**config.mk**
```make
export PLATFORM = sky130hd
export DESIGN_NAME = ir_seq
export DESIGN_NICKNAME = d
export VERILOG_FILES = /design/src/rtl/ir_seq.sv
export SDC_FILE = /design/constraint.sdc
export NUM_CORES = 1
export LEC_CHECK = 0
export BUFFER_PORTS_ARGS = -buffer_cell sky130_fd_sc_hd__buf_2
export CAP_MARGIN = 25
export CORE_MARGIN = 4
export CORE_UTILIZATION = 42
export CTS_BUF_LIST = sky130_fd_sc_hd__clkbuf_16
export DETAILED_ROUTE_END_ITERATION = 12
export HOLD_SLACK_MARGIN = 0.06
export PLACE_DENSITY = 0.82
export RECOVER_POWER = 25
export SLEW_MARGIN = 20
export SYNTH_ARGS = -nofsm -noshare
export SYNTH_HDL_FRONTEND = slang
export SYNTH_SLANG_ARGS = --single-unit
```
**constraint.sdc**
```tcl
create_clock -name CLK -period 4.2 [get_ports CLK]
set_clock_uncertainty 0.05 [all_clocks]
set_input_delay 0.42 -clock CLK [delete_from_list [all_inputs] [get_ports CLK]]
set_output_delay 0.42 -clock CLK [all_outputs]
set_load 0.02 [all_outputs]
```
**src/rtl/ir_seq.sv**
```systemverilog
// Instruction-register sequencer: latches opcode, CB-page and interrupt state at
// instruction end, tracks the M-cycle index and drives the complementary pre-decode bus.
module ir_seq (
    input  logic        CLK,
    input  logic        RESET,
    input  logic [7:0]  D,
    input  logic        M_END,
    input  logic        INSTR_END,
    input  logic        CB_NEXT,
    input  logic        IRQ_REQ,
    input  logic        HALT,
    output logic [25:0] a,
    output logic [7:0]  IR,
    output logic [2:0]  MCYC,
    output logic        INT_ACK,
    output logic        CB_ACT
);

    localparam int unsigned IR_W   = 8;
    localparam int unsigned MCYC_W = 3;
    localparam logic [MCYC_W-1:0] MCYC_MAX = MCYC_W'(7);

    logic [IR_W-1:0]   ir_q,   ir_d;
    logic              cb_q,   cb_d;
    logic              irq_q,  irq_d;
    logic [MCYC_W-1:0] mcyc_q, mcyc_d;
    logic              int_ack_q, int_ack_d;
    logic              advance;

    // Sequencing state moves only on an unstalled M-cycle end.
    always_comb begin
        ir_d      = ir_q;
        cb_d      = cb_q;
        irq_d     = irq_q;
        mcyc_d    = mcyc_q;
        int_ack_d = 1'b0;
        advance   = M_END & ~HALT;
        if (advance) begin
            if (!INSTR_END) begin
                if (mcyc_q != MCYC_MAX) begin
                    mcyc_d = mcyc_q + MCYC_W'(1);
                end
            end else begin
                mcyc_d    = '0;
                cb_d      = CB_NEXT;
                irq_d     = IRQ_REQ & ~CB_NEXT;
                ir_d      = irq_d ? IR_W'(0) : D;
                int_ack_d = irq_d & ~irq_q;
            end
        end
    end

    always_ff @(posedge CLK or posedge RESET) begin
        if (RESET) begin
            ir_q      <= '0;
            cb_q      <= 1'b0;
            irq_q     <= 1'b0;
            mcyc_q    <= '0;
            int_ack_q <= 1'b0;
        end else begin
            ir_q      <= ir_d;
            cb_q      <= cb_d;
            irq_q     <= irq_d;
            mcyc_q    <= mcyc_d;
            int_ack_q <= int_ack_d;
        end
    end

    // Pre-decode bus is a pure rewiring of flop outputs, so each true/complement pair stays exact.
    always_comb begin
        a    = '0;
        a[0] = ~irq_q;
        a[1] = irq_q;
        a[2] = ~cb_q;
        a[3] = cb_q;
        for (int i = 0; i < 8; i++) begin
            a[4 + 2*i] = ir_q[7 - i];
            a[5 + 2*i] = ~ir_q[7 - i];
        end
        for (int j = 0; j < 3; j++) begin
            a[20 + 2*j] = mcyc_q[2 - j];
            a[21 + 2*j] = ~mcyc_q[2 - j];
        end
    end

    assign IR      = ir_q;
    assign MCYC    = mcyc_q;
    assign INT_ACK = int_ack_q;
    assign CB_ACT  = cb_q;

endmodule

```
==> report_table.html <==
<table>
<tr><th>Metric</th><th>Value</th></tr>
<tr><th colspan="2">Synth</th></tr>
<tr><td>Syn nets</td><td>99</td></tr>
<tr><td>Leading area contributor after synthesis</td><td>sky130_fd_sc_hd__dfrtp_1</td></tr>
<tr><td>Number of enable flip-flop cells after synthesis</td><td>0</td></tr>
<tr><td>Synthesis Warnings</td><td>0</td></tr>
<tr><td>Dominant register cell in the synthesized netlist</td><td>sky130_fd_sc_hd__dfrtp_1</td></tr>
<tr><td>Most used standard cells in the synthesized netlist</td><td>17 x sky130_fd_sc_hd__nand2_1, 14 x sky130_fd_sc_hd__dfrtp_1, 14 x sky130_fd_sc_hd__inv_1</td></tr>
<tr><td>Cell area after synthesis</td><td>759 um^2</td></tr>
<tr><td>Per-instance average area after synthesis</td><td>9.26 um^2</td></tr>
<tr><td>Fraction of the yosys area taken by sequential cells</td><td>46.1%</td></tr>
<tr><td>Cell types with the largest area share after synthesis</td><td>sky130_fd_sc_hd__dfrtp_1 46%, sky130_fd_sc_hd__buf_4 13%, sky130_fd_sc_hd__nand2_1 8.4%, sky130_fd_sc_hd__inv_1 6.9%, sky130_fd_sc_hd__o21ai_0 5.3%</td></tr>
<tr><td>Top cell type's share of synthesized area</td><td>46.1%</td></tr>
<tr><td>Share of flip-flops with an asynchronous set or reset after synthesis</td><td>100%</td></tr>
<tr><td>Number of instances in the synthesized netlist</td><td>82</td></tr>
<tr><td>Synth cell types</td><td>17</td></tr>
<tr><td>Most numerous cell in the Yosys netlist</td><td>sky130_fd_sc_hd__nand2_1</td></tr>
<tr><td>Register bit total from synthesis</td><td>14</td></tr>
<tr><th colspan="2">Die</th></tr>
<tr><td>Number of placed I/O pins</td><td>54</td></tr>
<tr><td>Die outline area</td><td>2550 um^2</td></tr>
<tr><td>Area inside the core boundary</td><td>1730 um^2</td></tr>
<tr><td>Initial core utilization</td><td>44.0%</td></tr>
<tr><td>Number of standard-cell rows in the floorplan</td><td>15</td></tr>
<tr><td>Vertical die dimension</td><td>50.5 um</td></tr>
<tr><td>Horizontal die dimension</td><td>50.5 um</td></tr>
<tr><th colspan="2">Power</th></tr>
<tr><td>Areal power density over the cells</td><td>514 nW/um^2</td></tr>
<tr><td>Leakage power of the design</td><td>0.602 nW</td></tr>
<tr><td>Peak supply drop</td><td>0.000265 V</td></tr>
<tr><th colspan="2">GRT</th></tr>
<tr><td>Pin count of the biggest net entering global routing</td><td>21</td></tr>
<tr><td>Via count of the first global-routing pass</td><td>583</td></tr>
<tr><td>Wire length of the first global-routing pass</td><td>2540 um</td></tr>
<tr><td>Initial antenna violation count</td><td>0</td></tr>
<tr><td>GR Overflow Total</td><td>0</td></tr>
<tr><td>Tot GR Track Use</td><td>13.2%</td></tr>
<tr><th colspan="2">Placement</th></tr>
<tr><td>Buffers added on ports</td><td>53</td></tr>
<tr><td>Routability congestion estimate</td><td>0.719</td></tr>
<tr><td>Worst-case setup slack after placement</td><td>2.69 ns</td></tr>
<tr><td>Estimated wirelength of the detail-placed design</td><td>1280 um</td></tr>
<tr><th colspan="2">Worst setup path</th></tr>
<tr><td>Crit Path Max Fanout</td><td>5</td></tr>
<tr><td>Crit-path leading delay family</td><td>flip-flops</td></tr>
<tr><td>Cell repeated most along the worst path</td><td>sky130_fd_sc_hd__ha_1</td></tr>
<tr><td>Worst Path Arrival</td><td>1.64 ns</td></tr>
<tr><td>Cell-by-cell trace of the critical path</td><td>ha_1 -&gt; ha_1 -&gt; nor4b_2 -&gt; mux2_2</td></tr>
<tr><td>Slowest-stage cell, CP</td><td>sky130_fd_sc_hd__dfrtp_1</td></tr>
<tr><td>Critical Path End Type</td><td>flip-flop</td></tr>
<tr><td>Data required time at the worst endpoint</td><td>4.33 ns</td></tr>
<tr><td>Type of the worst setup path</td><td>flip-flop to flip-flop</td></tr>
<tr><td>Count of buffering cells on the critical path with inverters included</td><td>0</td></tr>
<tr><td>Worst Setup Start Kind</td><td>flip-flop</td></tr>
<tr><td>Slowest stage delay, CP</td><td>0.42 ns</td></tr>
<tr><th colspan="2">Drt</th></tr>
<tr><td>DRT Wirelength</td><td>1580 um</td></tr>
<tr><td>DRC</td><td>0</td></tr>
<tr><td>WL/cell</td><td>10.7 um</td></tr>
<tr><td>Post-DRT Antenna Nets</td><td>0</td></tr>
<tr><td>Post-DR vias/cell</td><td>4.21</td></tr>
<tr><td>Number of detailed-routing iterations run before antenna repair</td><td>4</td></tr>
<tr><td>Iteration-0 DRC Markers</td><td>7</td></tr>
<tr><td>Total via count in the routed design</td><td>619</td></tr>
<tr><th colspan="2">STA</th></tr>
<tr><td>Worst Max-Slew Pin Slew</td><td>0.506 ns</td></tr>
<tr><td>Final hold violation count</td><td>0</td></tr>
<tr><td>Final setup viols</td><td>0</td></tr>
<tr><td>Worst rel slew slack</td><td>66.2%</td></tr>
<tr><td>Final max-slew violation count</td><td>0</td></tr>
<tr><td>Maximum achievable frequency</td><td>664 MHz</td></tr>
<tr><td>Setup TNS</td><td>0 ns</td></tr>
<tr><td>Minimum clock period</td><td>1.51 ns</td></tr>
<tr><td>RSZ-0062 raised after global routing</td><td>false</td></tr>
<tr><td>Min Hold Slack</td><td>0.150 ns</td></tr>
<tr><td>Worst setup margin</td><td>2.69 ns</td></tr>
<tr><td>Part of the cycle the worst path needs</td><td>35.9%</td></tr>
<tr><th colspan="2">Clocking</th></tr>
<tr><td>Later-pin clock latency in the skew report</td><td>0.24 ns</td></tr>
<tr><td>Clock-pin transition on the worst setup and hold timing paths</td><td>0.04 ns</td></tr>
<tr><td>H-Tree Level Count</td><td>1</td></tr>
<tr><td>Number of gates resized after CTS</td><td>0</td></tr>
<tr><td>Clock tree sinks</td><td>14</td></tr>
<tr><td>Cell at the root of the clock tree</td><td>sky130_fd_sc_hd__clkbuf_16</td></tr>
<tr><td>CTS tree</td><td>done</td></tr>
<tr><td>Inserted Clock Buffers</td><td>3</td></tr>
<tr><td># Post-CTS Setup Buffers</td><td>0</td></tr>
<tr><td>CTS hold repair buffers</td><td>0</td></tr>
<tr><td>Worst-case clock buffer depth</td><td>2</td></tr>
<tr><th colspan="2">Flow run</th></tr>
<tr><td>Max-cap violations</td><td>0</td></tr>
<tr><th colspan="2">Final layout</th></tr>
<tr><td>Inserted Diodes</td><td>0</td></tr>
<tr><td>Relative area change from synthesis to final layout</td><td>33.3%</td></tr>
<tr><td>Share of layout cells above drive strength 1</td><td>49.2%</td></tr>
<tr><td>Fin util</td><td>58.6%</td></tr>
<tr><td>Number of nets in the finished design</td><td>141</td></tr>
<tr><th colspan="2">Status</th></tr>
<tr><td>Outcome</td><td>finished, final reports clean</td></tr>
<tr><th colspan="2">Min path</th></tr>
<tr><td>Worst hold-check path type</td><td>input pin to asynchronous set/reset pin</td></tr>
</table>
[power breakdown]
part           switching [mW]  total (mW)  internal (mW)
sequential             0.0182       0.173          0.155
clock                  0.0484       0.172          0.124
combinational           0.116       0.175         0.0595
[metal layers]
metal | global-route usage (%) | wire length, um | part of all wire (%)
met1 | 13.7 | 594 | 38
met2 | 23.9 | 832 | 53
met3 | 3.86 | 108 | 6.9
met4 | 6.73 | 39 | 2.5
met5 | 0 | 0 | 0
[registers in the layout, summed over array words and instances, names as in the netlist]
name     cells
MCYC         3
IR           8
CB_ACT       1
INT_ACK      1
irq_q        1
[through the flow]
stage	instance area, um^2	cells	total power [mW]
after global placement	937	144	0.348
final	1010	147	0.521
after global routing	1010	147	0.548
after CTS	1010	147	0.529
after detailed placement	937	144	0.353
after floorplan	759	82	0.310
[cell families after synthesis]
kind of cell             share of synthesized area [%]
buffers and inverters                             22.6
flip-flops                                        46.1
AO/OA/AOI/OAI                                     8.24
multiplexers                                      3.46
adder cells (fa/ha/maj)                           3.29
AND/OR/NAND/NOR                                   16.3
[final timing paths]
check | endpoint | slack (ns) | startpoint | cells past startpoint
worst max-delay path | MCYC[0] | 2.69 | MCYC[1] | 4
worst min-delay path | MCYC[2] | 0.15 | RESET | 2
worst max register to register | MCYC[0] | 2.69 | MCYC[1] | 4
worst min register to register | INT_ACK | 0.44 | irq_q | 1
max in group asynchronous | IR[7] | 3.61 | RESET | 2
min in group CLK | IR[7] | 0.37 | D[7] | 3
[layout make-up]
class                   instances  area, um^2
clock buffers                   3        75.1
fillers                       165         714
inverters                      14        52.6
multi-input cells              38         238
flip-flops and latches         14         350
well taps                      25        31.3
repair buffers                 53         265
[cell usage in the layout, fill, tap and decap left out]
master                      instances
sky130_fd_sc_hd__inv_1             14
sky130_fd_sc_hd__nand3b_1           1
sky130_fd_sc_hd__mux2_4             1
sky130_fd_sc_hd__ha_1               2
sky130_fd_sc_hd__nand2_1           17
sky130_fd_sc_hd__buf_2             53
sky130_fd_sc_hd__mux2_2             1
sky130_fd_sc_hd__nand2b_1           2
sky130_fd_sc_hd__nand3b_4           1
sky130_fd_sc_hd__dfrtp_1           14
sky130_fd_sc_hd__a22o_1             2
sky130_fd_sc_hd__nor3_1             1
sky130_fd_sc_hd__o21ai_0            9
sky130_fd_sc_hd__clkbuf_16          3
sky130_fd_sc_hd__nor4b_2            1
[worst reg2reg max path, stage by stage (launching register included)]
cell and delay (ns):
sky130_fd_sc_hd__dfrtp_1 0.42, sky130_fd_sc_hd__ha_1 0.21, sky130_fd_sc_hd__ha_1 0.20, sky130_fd_sc_hd__nor4b_2 0.35, sky130_fd_sc_hd__mux2_2 0.22
(Power assumes the default switching activity.)
